File: src/rtl/dlatch_bank_pkg.sv
// Shared types for dlatch_bank: scanner FSM states, MODE encodings and a wrap helper.
package dlatch_bank_pkg;

  localparam int MODE_REG    = 0;
  localparam int MODE_TRANSP = 1;

  typedef enum logic [1:0] {
    IDLE    = 2'd0,
    SELECT  = 2'd1,
    PRESENT = 2'd2
  } scan_state_e;

  // (a + b) mod n, valid for a, b < n.
  function automatic int wrap_add(input int a, input int b, input int n);
    int s;
    s = a + b;
    return (s >= n) ? s - n : s;
  endfunction

endpackage

File: src/rtl/dlatch_bank_rr_pick.sv
// Round-robin picker: first set bit of chg at or after ptr, wrapping CHANNELS-1 -> 0.
module dlatch_bank_rr_pick
  import dlatch_bank_pkg::*;
#(
  parameter int CHANNELS = 4,
  localparam int IW = $clog2(CHANNELS)
) (
  input  logic [CHANNELS-1:0] chg,
  input  logic [IW-1:0]       ptr,
  output logic                found,
  output logic [IW-1:0]       idx
);

  // Walk offsets from farthest to nearest so the nearest set bit wins.
  always_comb begin
    found = |chg;
    idx   = '0;
    for (int k = CHANNELS - 1; k >= 0; k--) begin
      if (chg[IW'(wrap_add(int'(ptr), k, CHANNELS))]) begin
        idx = IW'(wrap_add(int'(ptr), k, CHANNELS));
      end
    end
  end

endmodule

File: src/rtl/dlatch_bank.sv
// Bank of per-channel data holders with a round-robin change-event scanner.
// Optional macro DLATCH_BANK_PARITY_EN adds evt_par (XOR of evt_data).
module dlatch_bank
  import dlatch_bank_pkg::*;
#(
  parameter int WIDTH    = 8,
  parameter int CHANNELS = 4,
  parameter int MODE     = MODE_REG,
  localparam int IW = $clog2(CHANNELS)
) (
  input  logic                      clk,
  input  logic                      rst,
  input  logic [CHANNELS-1:0]       En,
  input  logic [CHANNELS*WIDTH-1:0] D,
  output logic [CHANNELS*WIDTH-1:0] Q,
  output logic [CHANNELS*WIDTH-1:0] not_Q,
  output logic                      evt_valid,
  input  logic                      evt_ready,
  output logic [IW-1:0]             evt_ch,
  output logic [WIDTH-1:0]          evt_data,
`ifdef DLATCH_BANK_PARITY_EN
  output logic                      evt_par,
`endif
  output scan_state_e               dbg_state
);

  logic [CHANNELS-1:0][WIDTH-1:0] held_q, held_d, q_w;
  logic [CHANNELS-1:0]            chg_q, chg_d, set_vec, clr_vec;
  logic [IW-1:0]                  ptr_q, ptr_d, evt_ch_q, evt_ch_d, pick_idx;
  logic [WIDTH-1:0]               evt_data_q, evt_data_d;
  logic                           rearm_q, rearm_d, pick_found;
  scan_state_e                    state_q, state_d;

  always_comb begin
    held_d  = held_q;
    set_vec = '0;
    for (int i = 0; i < CHANNELS; i++) begin
      if (En[i]) begin
        held_d[i]  = D[i*WIDTH +: WIDTH];
        set_vec[i] = (D[i*WIDTH +: WIDTH] != held_q[i]);
      end
    end
  end

  generate
    if (MODE == MODE_TRANSP) begin : g_transp
      always_comb begin
        q_w = held_q;
        for (int i = 0; i < CHANNELS; i++) begin
          if (En[i]) q_w[i] = D[i*WIDTH +: WIDTH];
        end
      end
    end else begin : g_reg
      assign q_w = held_q;
    end
  endgenerate

  assign Q     = q_w;
  assign not_Q = ~q_w;

  dlatch_bank_rr_pick #(.CHANNELS(CHANNELS)) u_pick (
    .chg   (chg_q),
    .ptr   (ptr_q),
    .found (pick_found),
    .idx   (pick_idx)
  );

  // Event handshake: evt_valid is high only in PRESENT; evt_ch/evt_data are frozen
  // there and the event is consumed on the first edge with evt_valid && evt_ready.
  // rearm_q remembers a differing reload of the presented channel so acceptance
  // does not clear a change the consumer has not yet seen.
  always_comb begin
    state_d    = state_q;
    ptr_d      = ptr_q;
    evt_ch_d   = evt_ch_q;
    evt_data_d = evt_data_q;
    rearm_d    = rearm_q;
    clr_vec    = '0;
    case (state_q)
      IDLE: begin
        if (|chg_q) state_d = SELECT;
      end
      SELECT: begin
        if (pick_found) begin
          evt_ch_d   = pick_idx;
          evt_data_d = held_q[pick_idx];
          rearm_d    = set_vec[pick_idx];
          state_d    = PRESENT;
        end else begin
          state_d = IDLE;
        end
      end
      PRESENT: begin
        rearm_d = rearm_q | set_vec[evt_ch_q];
        if (evt_ready) begin
          state_d = IDLE;
          rearm_d = 1'b0;
          if (!rearm_q) clr_vec[evt_ch_q] = 1'b1;
          ptr_d = (evt_ch_q == IW'(CHANNELS - 1)) ? '0 : evt_ch_q + 1'b1;
        end
      end
      default: state_d = IDLE;
    endcase
    chg_d = set_vec | (chg_q & ~clr_vec);
  end

  always_ff @(posedge clk) begin
    if (rst) begin
      held_q     <= '0;
      chg_q      <= '0;
      ptr_q      <= '0;
      evt_ch_q   <= '0;
      evt_data_q <= '0;
      rearm_q    <= 1'b0;
      state_q    <= IDLE;
    end else begin
      held_q     <= held_d;
      chg_q      <= chg_d;
      ptr_q      <= ptr_d;
      evt_ch_q   <= evt_ch_d;
      evt_data_q <= evt_data_d;
      rearm_q    <= rearm_d;
      state_q    <= state_d;
    end
  end

  assign evt_valid = (state_q == PRESENT);
  assign evt_ch    = evt_ch_q;
  assign evt_data  = evt_data_q;
  assign dbg_state = state_q;

`ifdef DLATCH_BANK_PARITY_EN
  logic evt_par_q;

  always_ff @(posedge clk) begin
    if (rst) begin
      evt_par_q <= 1'b0;
    end else if (state_q == SELECT && pick_found) begin
      evt_par_q <= ^held_q[pick_idx];
    end
  end

  assign evt_par = evt_par_q;
`endif

endmodule
File: config.mk
export PLATFORM = sky130hd
export DESIGN_NAME = dlatch_bank
export DESIGN_NICKNAME = d
export VERILOG_FILES = /design/src/rtl/dlatch_bank_pkg.sv /design/src/rtl/dlatch_bank_rr_pick.sv /design/src/rtl/dlatch_bank.sv
export SDC_FILE = /design/constraint.sdc
export NUM_CORES = 1
export LEC_CHECK = 0
export CELL_PAD_IN_SITES_DETAIL_PLACEMENT = 1
export CELL_PAD_IN_SITES_GLOBAL_PLACEMENT = 1
export CORE_MARGIN = 2
export CORE_UTILIZATION = 28
export CTS_CLUSTER_DIAMETER = 50
export DETAILED_ROUTE_END_ITERATION = 8
export GPL_TIMING_DRIVEN = 0
export PLACE_DENSITY = 0.79
export SYNTH_ARGS = -nofsm -noshare
export SYNTH_HDL_FRONTEND = slang
export SYNTH_HIERARCHICAL = 1
export SYNTH_SLANG_ARGS = --single-unit
File: constraint.sdc
create_clock -name clk -period 2 [get_ports clk]
set_input_delay 0.5 -clock clk [delete_from_list [all_inputs] [get_ports clk]]
set_output_delay 0.5 -clock clk [all_outputs]
set_load 0.05 [all_outputs]
## Yosys cells after proc, flatten, opt, wreduce, memory -nomap -nowiden

Index checks and enable logic that the tools add are counted.

| word-level totals | value |
|---|---|
| register bits | 51 |
| input port bits | 39 |
| output and inout port bits | 77 |
| word-level logic and storage cells | 95 |

| cells by class | value |
|---|---|
| add/sub/neg operators | 8 |
| magnitude comparators | 11 |
| equal/unequal tests | 10 |
| mux-type cells | 43 |
| bitwise operators | 5 |
| reductions and logical operators | 8 |

Operators with widths:

| kind | number |
|---|---|
| $ne A8 B8 Y1 | 4 |
| $not A32 Y32 | 1 |
| $mux W2 | 12 |
| $mux W1 | 17 |
| $bmux W8 S2 | 1 |
| $lt A2 B4 Y1 const B | 4 |
| $bmux W1 S2 | 6 |
| $mux W4 | 3 |
| $ge A3 B3 Y1 const B | 3 |
| $mux W8 | 1 |
| $reduce_and A2 Y1 | 4 |
| $sub A2 B1 Y2 const B | 4 |
| $add A2 B2 Y3 const B | 2 |
| $lt A2 B3 Y1 const B | 2 |
| $pmux W2 S3 | 1 |
| $and A4 B4 Y4 | 1 |
| $eq A2 B2 Y1 const B | 2 |
| $ne A2 B2 Y1 const B | 2 |
| $not A4 Y4 | 1 |
| $or A4 B4 Y4 | 1 |
| $reduce_or A4 Y1 | 1 |
| $add A2 B1 Y3 const B | 1 |
| $ge A2 B3 Y1 const B | 1 |
| $add A2 B1 Y2 const B | 1 |
| other kinds (9) | 9 |

## Depth between registers and ports, before layout

| depth | value |
|---|---|
| depth in word-level cells | 14 |
| depth in mapped cells | 9 |
| mapped depth without buffers | 8 |

## By module

Netlist, hierarchy kept.

Modules (own cells, without submodules):

| module | times used | cells an instance | area an instance (µm²) | seq. area each (µm²) |
|---|---|---|---|---|
| dlatch_bank | 1 | 296 | 2643.8 | 1021.0 |
| dlatch_bank_rr_pick | 1 | 13 | 77.6 | 0.0 |

## Worst setup path after synthesis

No wires, ideal clock.

| path | value |
|---|---|
| path type | register to register |
| from | reg state_q[1] (netlist: dbg_state[1]) |
| to | reg rearm_q |
| setup time | 75 ps |
| arrival | 1978 ps |
| required time | 1925 ps |
| path slack | -53 ps |
| stages on the path, launching flop included | 6 |
| path buffers | 0 |
| clock period less this slack | 2053 ps |
| path through | dfxtp_1 nor2b_1 nand2b_1 nor2_1 o41ai_1 o22ai_1 |

| between the ends | value |
|---|---|
| cells in the longest elaborated chain, start to end | 3 |
| elaborated cells between the ends (all ways) | 6 |
| those cells by class | eq/ne (3); mux (1); reduce/logical (2) |

RTL lines:

| element | line | text |
|---|---|---|
| start, declared | dlatch_bank.sv:32 | `scan_state_e state_q, state_d;` |
| start signal, assigned | dlatch_bank.sv:123 | `state_q <= state_d;` |
| $eq A2 B2 Y1 * | n/a |  |
| named net evt_valid | dlatch_bank.sv:17 | `output logic evt_valid,` |
| $reduce_bool A2 Y1 (no line) | n/a |  |
| $reduce_and A2 Y1 (no line) | n/a |  |
| end signal, assigned | dlatch_bank.sv:122 | `rearm_q <= rearm_d;` |
| end, declared | dlatch_bank.sv:31 | `logic rearm_q, rearm_d, pick_found;` |

Mark *: on every way through the listed nets, which the timed path passes. The rest lies on a longest branch.
A chain may end at the register's enable or synchronous reset.

## Worst setup path in the final report

| path | value |
|---|---|
| from | reg evt_data_q[1] (netlist: evt_data[1]) |
| to | out evt_data[1] |

RTL lines:

| element | line | text |
|---|---|---|
| start, declared | dlatch_bank.sv:30 | `logic [WIDTH-1:0] evt_data_q, evt_data_d;` |
| start signal, assigned | dlatch_bank.sv:121 | `evt_data_q <= evt_data_d;` |
| end, declared | dlatch_bank.sv:20 | `output logic [WIDTH-1:0] evt_data,` |

No word-level cell between the ends.

==> out/qor.txt <==
Buf/Inv on CP -> 1
Worst Setup End Kind -> output port
Clk_skew -> 0.00429 ns
Synth async-reset ratio -> 0
Starting Density -> 0.292
Wire length per cell -> 16.8 um
Cells after synthesis -> 309
Total track usage -> 0.181
H-tree depth -> 2
Die H -> 103 um
Yosys reg bits -> 51
Critical path cell sequence -> clkdlybuf4s50_1
Leading area contributor after synthesis -> dfxtp_1
Period minus WS final -> 1.96 ns
Port Buf Inserts -> 111
Full die area -> 10500 um2
Vias per Instance -> 4.64
Setup violators final -> 0
Crit-path slowest cell -> clkdlybuf4s50_1
Layout cells sized above 1 -> 0.101
First-pass GRT wire length -> 14400 um
Hold Fails Final Rpt -> 0
Critical Path Start Type -> flip-flop
Layout fillers -> 1116
Remaining Overflow, GRT -> 0
Count leader, synth -> dfxtp_1
Clk slew on worst S/H paths -> 0.10 ns
Nets -> 478
Number of synthesized flops with an enable pin -> 0
Number of global-route vias before repair -> 2694
Top-area cell type share of the netlist area -> 0.375
Netlist cell types -> 28
Initial antenna violation count -> 0
Worst path max stage delay -> 0.81 ns
CP Max Fanout -> 2
Clk Tree Root Cell -> clkbuf_8
Ports -> 116
Pint -> 1.69 mW
Max Slew Vio Count -> 0
CTS Buffer Depth -> 2
TritonCTS clock tree -> built
Crit path arrival time -> 1.46 ns
Least-Margin Pin Slew -> 0.719 ns
Chip Width -> 103 um
Relative slew slack -> 0.521
Worst Hold Class -> flip-flop to flip-flop
Finished Layout Cells -> 565
Pwr/cell area -> 660 nW/um2
Largest net degree at the start of global routing -> 17
TritonCTS Buffers -> 5
DRC -> 0
Syn Std Cell Area -> 2720 um2
Crit-path leading delay family -> buffers and inverters
DP Cell Count -> 549
DRT iter0 DRCs -> 105
Net Sw Frac -> 0.385
ANT cells -> 0
Ranking of synthesized cells by area -> dfxtp_1 (38%), mux2i_1 (12%), xor2_1 (10%)
Leakage Power -> 1.93 nW
HPWL reported at the end of detailed placement -> 7330 um
Worst Setup Path Type -> flip-flop to output port
Skew-Pair Late Insertion Delay -> 0.31 ns
Total negative slack -> 0 ns
Net count after synthesis -> 352
Max-cap viol count -> 0
Register area share after synthesis -> 0.375
Worst VDD drop -> 271 uV
Maximum operating frequency -> 509 MHz
Cell Rows -> 35
Yosys warns -> 6
Detailed Route WL -> 9480 um
DRT antenna net count -> 0
Switch Pwr -> 1.06 mW
Area grow syn2layout -> 53.3%
Placer Congestion -> 0.820
Sink Count -> 51
Placed inst area -> 4000 um2
Design area -> 4170 um2
Commonest cells post-synth -> dfxtp_1 (51), nor2_1 (43), inv_1 (37)
Mean Syn Cell Area -> 8.81 um2
Outcome -> finished clean
Core Box Area -> 9330 um2
Register share of total power -> 0.426
Utilization after layout -> 0.447
Logic gate share of total power -> 0.339
Length of the first detailed-routing pass in iterations -> 4
Worst EP required -> 1.50 ns
Ys flop type -> dfxtp_1
Post-route clock period utilization -> 0.982
Vias -> 2624
Clock Power Share -> 0.235
## routing by layer
metal	up-vias	GRT usage	wire, um
met2	76	0.318	4640
met3	12	0.0454	532
met1	1256	0.218	4160
met5	-	0	0
li1	1280	-	-
met4	0	0.0533	144
## cell type report
type,count,area (um2),area share
buffer,13,66.3,0.0159
clock buffer,6,82.6,0.0198
clock inverter,2,16.3,0.00390
inverter,37,139,0.0333
multi-input combinational,207,1560,0.373
sequential,51,1030,0.246
tap,129,161,0.0387
timing repair buffer,120,1120,0.269
## power groups by stage
stage	clock network, mW	registers, mW	logic [mW]
2_1_floorplan	0	1.34	0.424
3_3_place_gp	0	1.20	0.918
3_5_place_dp	0	1.20	0.932
4_1_cts	0.656	1.17	0.895
5_1_grt	0.711	1.19	0.988
6_report	0.647	1.17	0.931
## final timing paths
kind / from / end / slack (ns) / depth (start not counted)
setup / recovery: evt_data[1]$_SDFFE_PP0P_ / evt_data[1] / 0.04 / 1
hold / removal: evt_data[5]$_SDFFE_PP0P_ / evt_data[5]$_SDFFE_PP0P_ / 0.46 / 2
setup reg to reg: ptr_q[1]$_SDFFE_PP0P_ / evt_data[7]$_SDFFE_PP0P_ / 0.08 / 6
hold reg to reg: evt_data[5]$_SDFFE_PP0P_ / evt_data[5]$_SDFFE_PP0P_ / 0.46 / 2
## cell usage in the layout, fill, tap and decap left out, types with 2 or more instances in the layout
master / instances
buf_2: 2
nand2_1: 33
nand2b_1: 3
a211oi_2: 2
nor4_2: 6
dlymetal6s2s_1: 6
mux2i_1: 33
ha_1: 4
clkbuf_8: 6
nand3b_1: 2
nor4_4: 2
mux4_1: 2
clkbuf_1: 9
buf_6: 2
clkdlybuf4s50_1: 35
nor2_1: 43
a211oi_1: 5
dfxtp_1: 48
dlygate4sd2_1: 69
o41ai_1: 2
xor2_1: 32
a21oi_1: 20
nor3_1: 2
dfxtp_2: 2
inv_1: 37
mux4_2: 6
nor4_1: 2
buf_4: 8
## registers in the layout (all words and copies together) (netlist names)
name and flops:
ptr_q 2, rearm_q 1, evt_data 8, evt_ch 2, dbg_state 2, Q 32
chg_q 4
## metrics by stage
stage | hold WS, ns | setup slack, ns | power [mW]
3_3_place_gp | 0.449 | -0.319 | 2.11
4_1_cts | 0.468 | 0.0104 | 2.73
2_1_floorplan | 0.475 | 0.102 | 1.77
5_1_grt | 0.489 | -0.0149 | 2.88
6_report | 0.463 | 0.0364 | 2.75
3_5_place_dp | 0.454 | -0.455 | 2.13
## cells by family after synthesis
kind of cell	count (synthesis)	share of synthesized area
flops	51	0.375
mux	41	0.190
compound gates	33	0.0777
simple gates	97	0.163
xor+xnor	32	0.103
buf+inv	51	0.0722
fa+ha+maj	4	0.0184
## timing repair
item,in CTS,in global routing
resized for setup,79,15
hold buffers,0,0
setup endpoints to repair,74,11
pin swaps,2,3
setup buffers,2,7
No activity file was read; power rests on OpenSTA's default activity.
